==> src/rtl/timer_pkg.sv <==
// Shared constants and types for the timer counting path.
package timer_pkg;

   localparam int       TMR_WIDTH = 8;
   localparam logic     DIR_UP    = 1'b0;
   localparam logic     DIR_DOWN  = 1'b1;

   typedef logic [TMR_WIDTH-1:0] tmr_cnt_t;

endpackage

==> src/rtl/timer_flag.sv <==
// Sticky status flag: a set event wins over a simultaneous clear.
module timer_flag (
   input  logic pclk,
   input  logic preset_n,
   input  logic i_set,
   input  logic i_clr,
   output logic o_flag
);

   logic r_flag;

   // Sticky flag register with set-over-clear priority.
   always_ff @(posedge pclk or negedge preset_n) begin
      if (!preset_n) begin
         r_flag <= 1'b0;
      end else if (i_set) begin
         r_flag <= 1'b1;
      end else if (i_clr) begin
         r_flag <= 1'b0;
      end else begin
         r_flag <= r_flag;
      end
   end

   assign o_flag = r_flag;

endmodule

==> src/rtl/timer_counter.sv <==
// Up/down tick counter with synchronous load, sticky wrap flags and masked irq.
module timer_counter
   import timer_pkg::*;
#(
   parameter int               WIDTH   = TMR_WIDTH,
   parameter logic [WIDTH-1:0] MAX_VAL = {WIDTH{1'b1}}
) (
   input  logic             pclk,
   input  logic             preset_n,
   input  logic             clk_ena,
   input  logic             en,
   input  logic             dir,
   input  logic             load,
   input  logic [WIDTH-1:0] tdr,
   input  logic             clr_ovf,
   input  logic             clr_udf,
   input  logic             ovf_ie,
   input  logic             udf_ie,
   output logic [WIDTH-1:0] cnt,
   output logic             ovf_flag,
   output logic             udf_flag,
   output logic             irq
);

   localparam logic [WIDTH-1:0] ZERO     = {WIDTH{1'b0}};
   localparam logic [WIDTH-1:0] ONE      = {{(WIDTH-1){1'b0}}, 1'b1};
   localparam logic [WIDTH-1:0] ALL_ONES = {WIDTH{1'b1}};

   logic [WIDTH-1:0] r_cnt;
   logic [WIDTH-1:0] w_cnt_nxt;
   logic             w_ovf_evt;
   logic             w_udf_evt;
   logic             w_ovf_flag;
   logic             w_udf_flag;

   // Next count and wrap events; a value above MAX_VAL (from a load) wraps at the natural width.
   always_comb begin
      w_cnt_nxt = r_cnt;
      w_ovf_evt = 1'b0;
      w_udf_evt = 1'b0;
      if (load) begin
         w_cnt_nxt = tdr;
      end else if (en && clk_ena) begin
         if (dir == DIR_DOWN) begin
            if (r_cnt == ZERO) begin
               w_cnt_nxt = MAX_VAL;
               w_udf_evt = 1'b1;
            end else begin
               w_cnt_nxt = r_cnt - ONE;
            end
         end else begin
            if ((r_cnt == MAX_VAL) || (r_cnt == ALL_ONES)) begin
               w_cnt_nxt = ZERO;
               w_ovf_evt = 1'b1;
            end else begin
               w_cnt_nxt = r_cnt + ONE;
            end
         end
      end else begin
         w_cnt_nxt = r_cnt;
      end
   end

   // Counter register.
   always_ff @(posedge pclk or negedge preset_n) begin
      if (!preset_n) begin
         r_cnt <= ZERO;
      end else begin
         r_cnt <= w_cnt_nxt;
      end
   end

   timer_flag u_ovf_flag (
      .pclk     (pclk),
      .preset_n (preset_n),
      .i_set    (w_ovf_evt),
      .i_clr    (clr_ovf),
      .o_flag   (w_ovf_flag)
   );

   timer_flag u_udf_flag (
      .pclk     (pclk),
      .preset_n (preset_n),
      .i_set    (w_udf_evt),
      .i_clr    (clr_udf),
      .o_flag   (w_udf_flag)
   );

   assign cnt      = r_cnt;
   assign ovf_flag = w_ovf_flag;
   assign udf_flag = w_udf_flag;
   assign irq      = (w_ovf_flag & ovf_ie) | (w_udf_flag & udf_ie);

endmodule

==> config.mk <==
export PLATFORM = sky130hd
export DESIGN_NAME = timer_counter
export DESIGN_NICKNAME = d
export VERILOG_FILES = /design/src/rtl/timer_pkg.sv /design/src/rtl/timer_flag.sv /design/src/rtl/timer_counter.sv
export SDC_FILE = /design/constraint.sdc
export NUM_CORES = 1
export LEC_CHECK = 0
export CAP_MARGIN = 0
export CORE_MARGIN = 2
export CORE_UTILIZATION = 45
export CTS_BUF_LIST = sky130_fd_sc_hd__clkbuf_8
export DETAILED_ROUTE_END_ITERATION = 12
export PLACE_DENSITY = 0.8
export SYNTH_ARGS = -nofsm -noshare
export SYNTH_HDL_FRONTEND = slang
export SYNTH_HIERARCHICAL = 1
export SYNTH_SLANG_ARGS = --single-unit
export TNS_END_PERCENT = 5
==> constraint.sdc <==
create_clock -name pclk -period 2.3 [get_ports pclk]
set_input_delay 0.345 -clock pclk [delete_from_list [all_inputs] [get_ports pclk]]
set_output_delay 0.345 -clock pclk [all_outputs]
set_load 0.01 [all_outputs]
==> flow_summary.json <==
{
  "area_growth_pct": 42.90,
  "seq_power_share_pct": 35.7,
  "peakVddDrop_uv": 466.9,
  "min_period_ns": 1.931,
  "finalPower_w": 0.0005981,
  "maxSlewViolCount": 0,
  "num_vias": 891,
  "clock_skew_ns": 0.001411,
  "max_freq_ghz": 0.5180,
  "tns_ns": 0,
  "start_util_pct": 47.97,
  "ctsResizeCount": 0,
  "tightestPinTransition_ns": 0.4745,
  "critPathMaxFanout": 5,
  "viasPerCell": 5.433,
  "yosysUniqueCellTypes": 34,
  "post_drt_wl_per_cell_um": 13.22,
  "ys_warn_count": 6,
  "clockBufferDepth": 2,
  "combPwrFrac_pct": 35.0,
  "cts_root_buf": "clkbuf_8",
  "arrival_ns": 2.08,
  "place_congestion": 0.8751,
  "grt_max_degree": 15,
  "final_common_cell": "clkdlybuf4s50_1",
  "avgSynthCellArea_um2": 7.462,
  "die-height_um": 46.90,
  "coreArea_um2": 1727,
  "port_buffers": 28,
  "cts_max_level": 1,
  "diodes": 0,
  "cp-end-kind": "flip-flop",
  "post-route-period-util_pct": 83.94,
  "die_w_um": 46.90,
  "power.density_nw_per_um2": 505.3,
  "cts-buffers-inserted": 3,
  "hold_path_class": "input port to asynchronous set/reset pin",
  "num_rows": 15,
  "post_cts_buffers": 0,
  "clk_latency_ns": 0.23,
  "clk_pin_slew_ns": 0.04,
  "critPathRequiredTime_ns": 2.45,
  "fillers": 160,
  "synth_fp_nets": 132,
  "setup_viol": 0,
  "final_nets": 162,
  "clkPwrFrac_pct": 29.3,
  "p_leak_nw": 0.4915,
  "path_class": "flip-flop to flip-flop",
  "cts_hold_buf": 0,
  "path_cells": "or4_4 > or4_4 > nor3b_1 > a21oi_1",
  "drive_gt1_share_pct": 9.353,
  "antenna_found_initial": 0,
  "slowest_stage": "or4_4",
  "intPower_w": 0.0004166,
  "slowest_delay_ns": 0.56,
  "pre_cts_ws_ns": 0.3055,
  "grt_setup_unrepaired": "no",
  "crit_top_cell": "or4_4",
  "post-route-util_pct": 68.55,
  "grt_pass1_vias": 817,
  "critical_path.startpoint": "cnt[2]",
  "grt_remaining_overflow": 0,
  "maxCapViolations": 0,
  "setup_slack_ns": 0.3695,
  "dieArea_um2": 2200,
  "grt_pass1_wl_um": 3532,
  "cts_tree": "done",
  "drt-initial-drc-count": 13,
  "synthCells": 111,
  "ys_ff_latch": 10,
  "dp_hpwl_um": 1713,
  "drc": 0,
  "ios": 29,
  "final_hold_viol_count": 0,
  "antenna_left": 0,
  "holdWs_ns": 0.4401,
  "status": "finished, final reports clean",
  "cts.sinks": 10,
  "layout_common_cells": "28 x clkdlybuf4s50_1, 13 x nand2_1, 11 x a21oi_1, 11 x nor2_1, 10 x dfrtp_1",
  "relSlewSlack_pct": 68.27,
  "wirelength_um": 2168,
  "cp-start-kind": "flip-flop",
  "timing.rr.start": "cnt[2]",
  "netSwitchingFraction_pct": 30.34,
  "synth.cell_area_um2": 828.3,
  "ys_seq_area_share_pct": 30.21,
  "grt.total_usage_pct": 22.95,
  "firstDrtPassIters": 4,
  "p_sw_w": 0.0001815
}
synthesized netlist by cell type (all sizes together):
master  number  area (um^2)
o21ai        7        35.03
nor3         5        25.02
nand2b       2        12.51
xnor2        2        17.52
a21o         2        15.01
nor2b        2        12.51
or4          2        22.52
nand2       13        48.80
buf          3        20.01
inv          4        15.01
a31o         1        8.760
a22o         1        8.760
nor4         1        6.260
a21oi       11        55.05
and4bb       1        12.51
and2         1        6.260
clkbuf       6        22.52
dfrtp       10        250.2
nand3        6        30.03
and3         1        6.260
nor3b        1        7.510
o22ai        2        12.51
and4         1        8.760
a211oi       1        7.510
o211ai       2        15.01
ha           3        37.54
nor2        11        41.29
a31oi        4        25.02
a211o        1        8.760
o21a         1        7.510
xor2         3        26.28
state kept, by name, summed over array words and instances, names as in the netlist:
signal and cells:
cnt 8, u_ovf_flag/o_flag 1, u_udf_flag/o_flag 1
critical path, delay by kind of cell, from the launching register on:
kind             cells  cell delay (ns)
AO/OA/AOI/OAI        1             0.18
flip-flops           1             0.37
AND/OR/NAND/NOR      3             1.29
power groups by stage:
stage               registers [W]  clock network (W)  logic, W
global placement         0.000215                  0  0.000206
detailed placement       0.000216                  0  0.000209
CTS                      0.000214           0.000180  0.000210
floorplan                0.000215                  0  0.000115
global route             0.000216           0.000187  0.000230
finish                   0.000214           0.000175  0.000209
final cells by class:
type | instances | area (um^2) | area share, %
inverter | 4 | 15.01 | 1.268
tap | 25 | 31.28 | 2.643
clock buffer | 3 | 41.29 | 3.488
sequential | 10 | 250.2 | 21.14
multi-input combinational | 88 | 520.5 | 43.97
timing repair buffer | 34 | 325.3 | 27.48
final timing paths:
kind                                          end  slack, ns  depth (start not counted)
max in group asynchronous       u_ovf_flag/o_flag       1.54                          1
worst max-delay path                       cnt[3]       0.37                          4
min in group pclk               u_udf_flag/o_flag       0.51                          1
worst min register to register  u_udf_flag/o_flag       0.51                          1
worst max register to register             cnt[3]       0.37                          4
worst min-delay path                       cnt[0]       0.44                          1
layer usage:
metal  vias to the layer above  wire (um)  GRT usage, %
met3                         2         75         6.923
met5                         -          0             0
met2                        18       1089         40.27
met4                         0         17         3.333
li1                        452          -             -
met1                       419        987         28.37
per-stage QoR:
stage,cells,instance area [um^2]
finish,164,1184
global route,164,1184
CTS,164,1184
detailed placement,161,1142
global placement,161,1142
floorplan,111,828.3
kinds of logic (layout without fill, tap and decap cells):
kind of cell	Yosys count	after routing	synth area share, %
and+or+nand+nor	47	47	29.00
adders and majority gates	3	3	4.532
DFF	10	10	30.21
xor gates and xnor gates	5	5	5.288
AOI/OAI and AO/OA	33	33	24.02
buffers and inverters	13	41	6.947
Note: power is estimated with default switching activity, not from simulation.
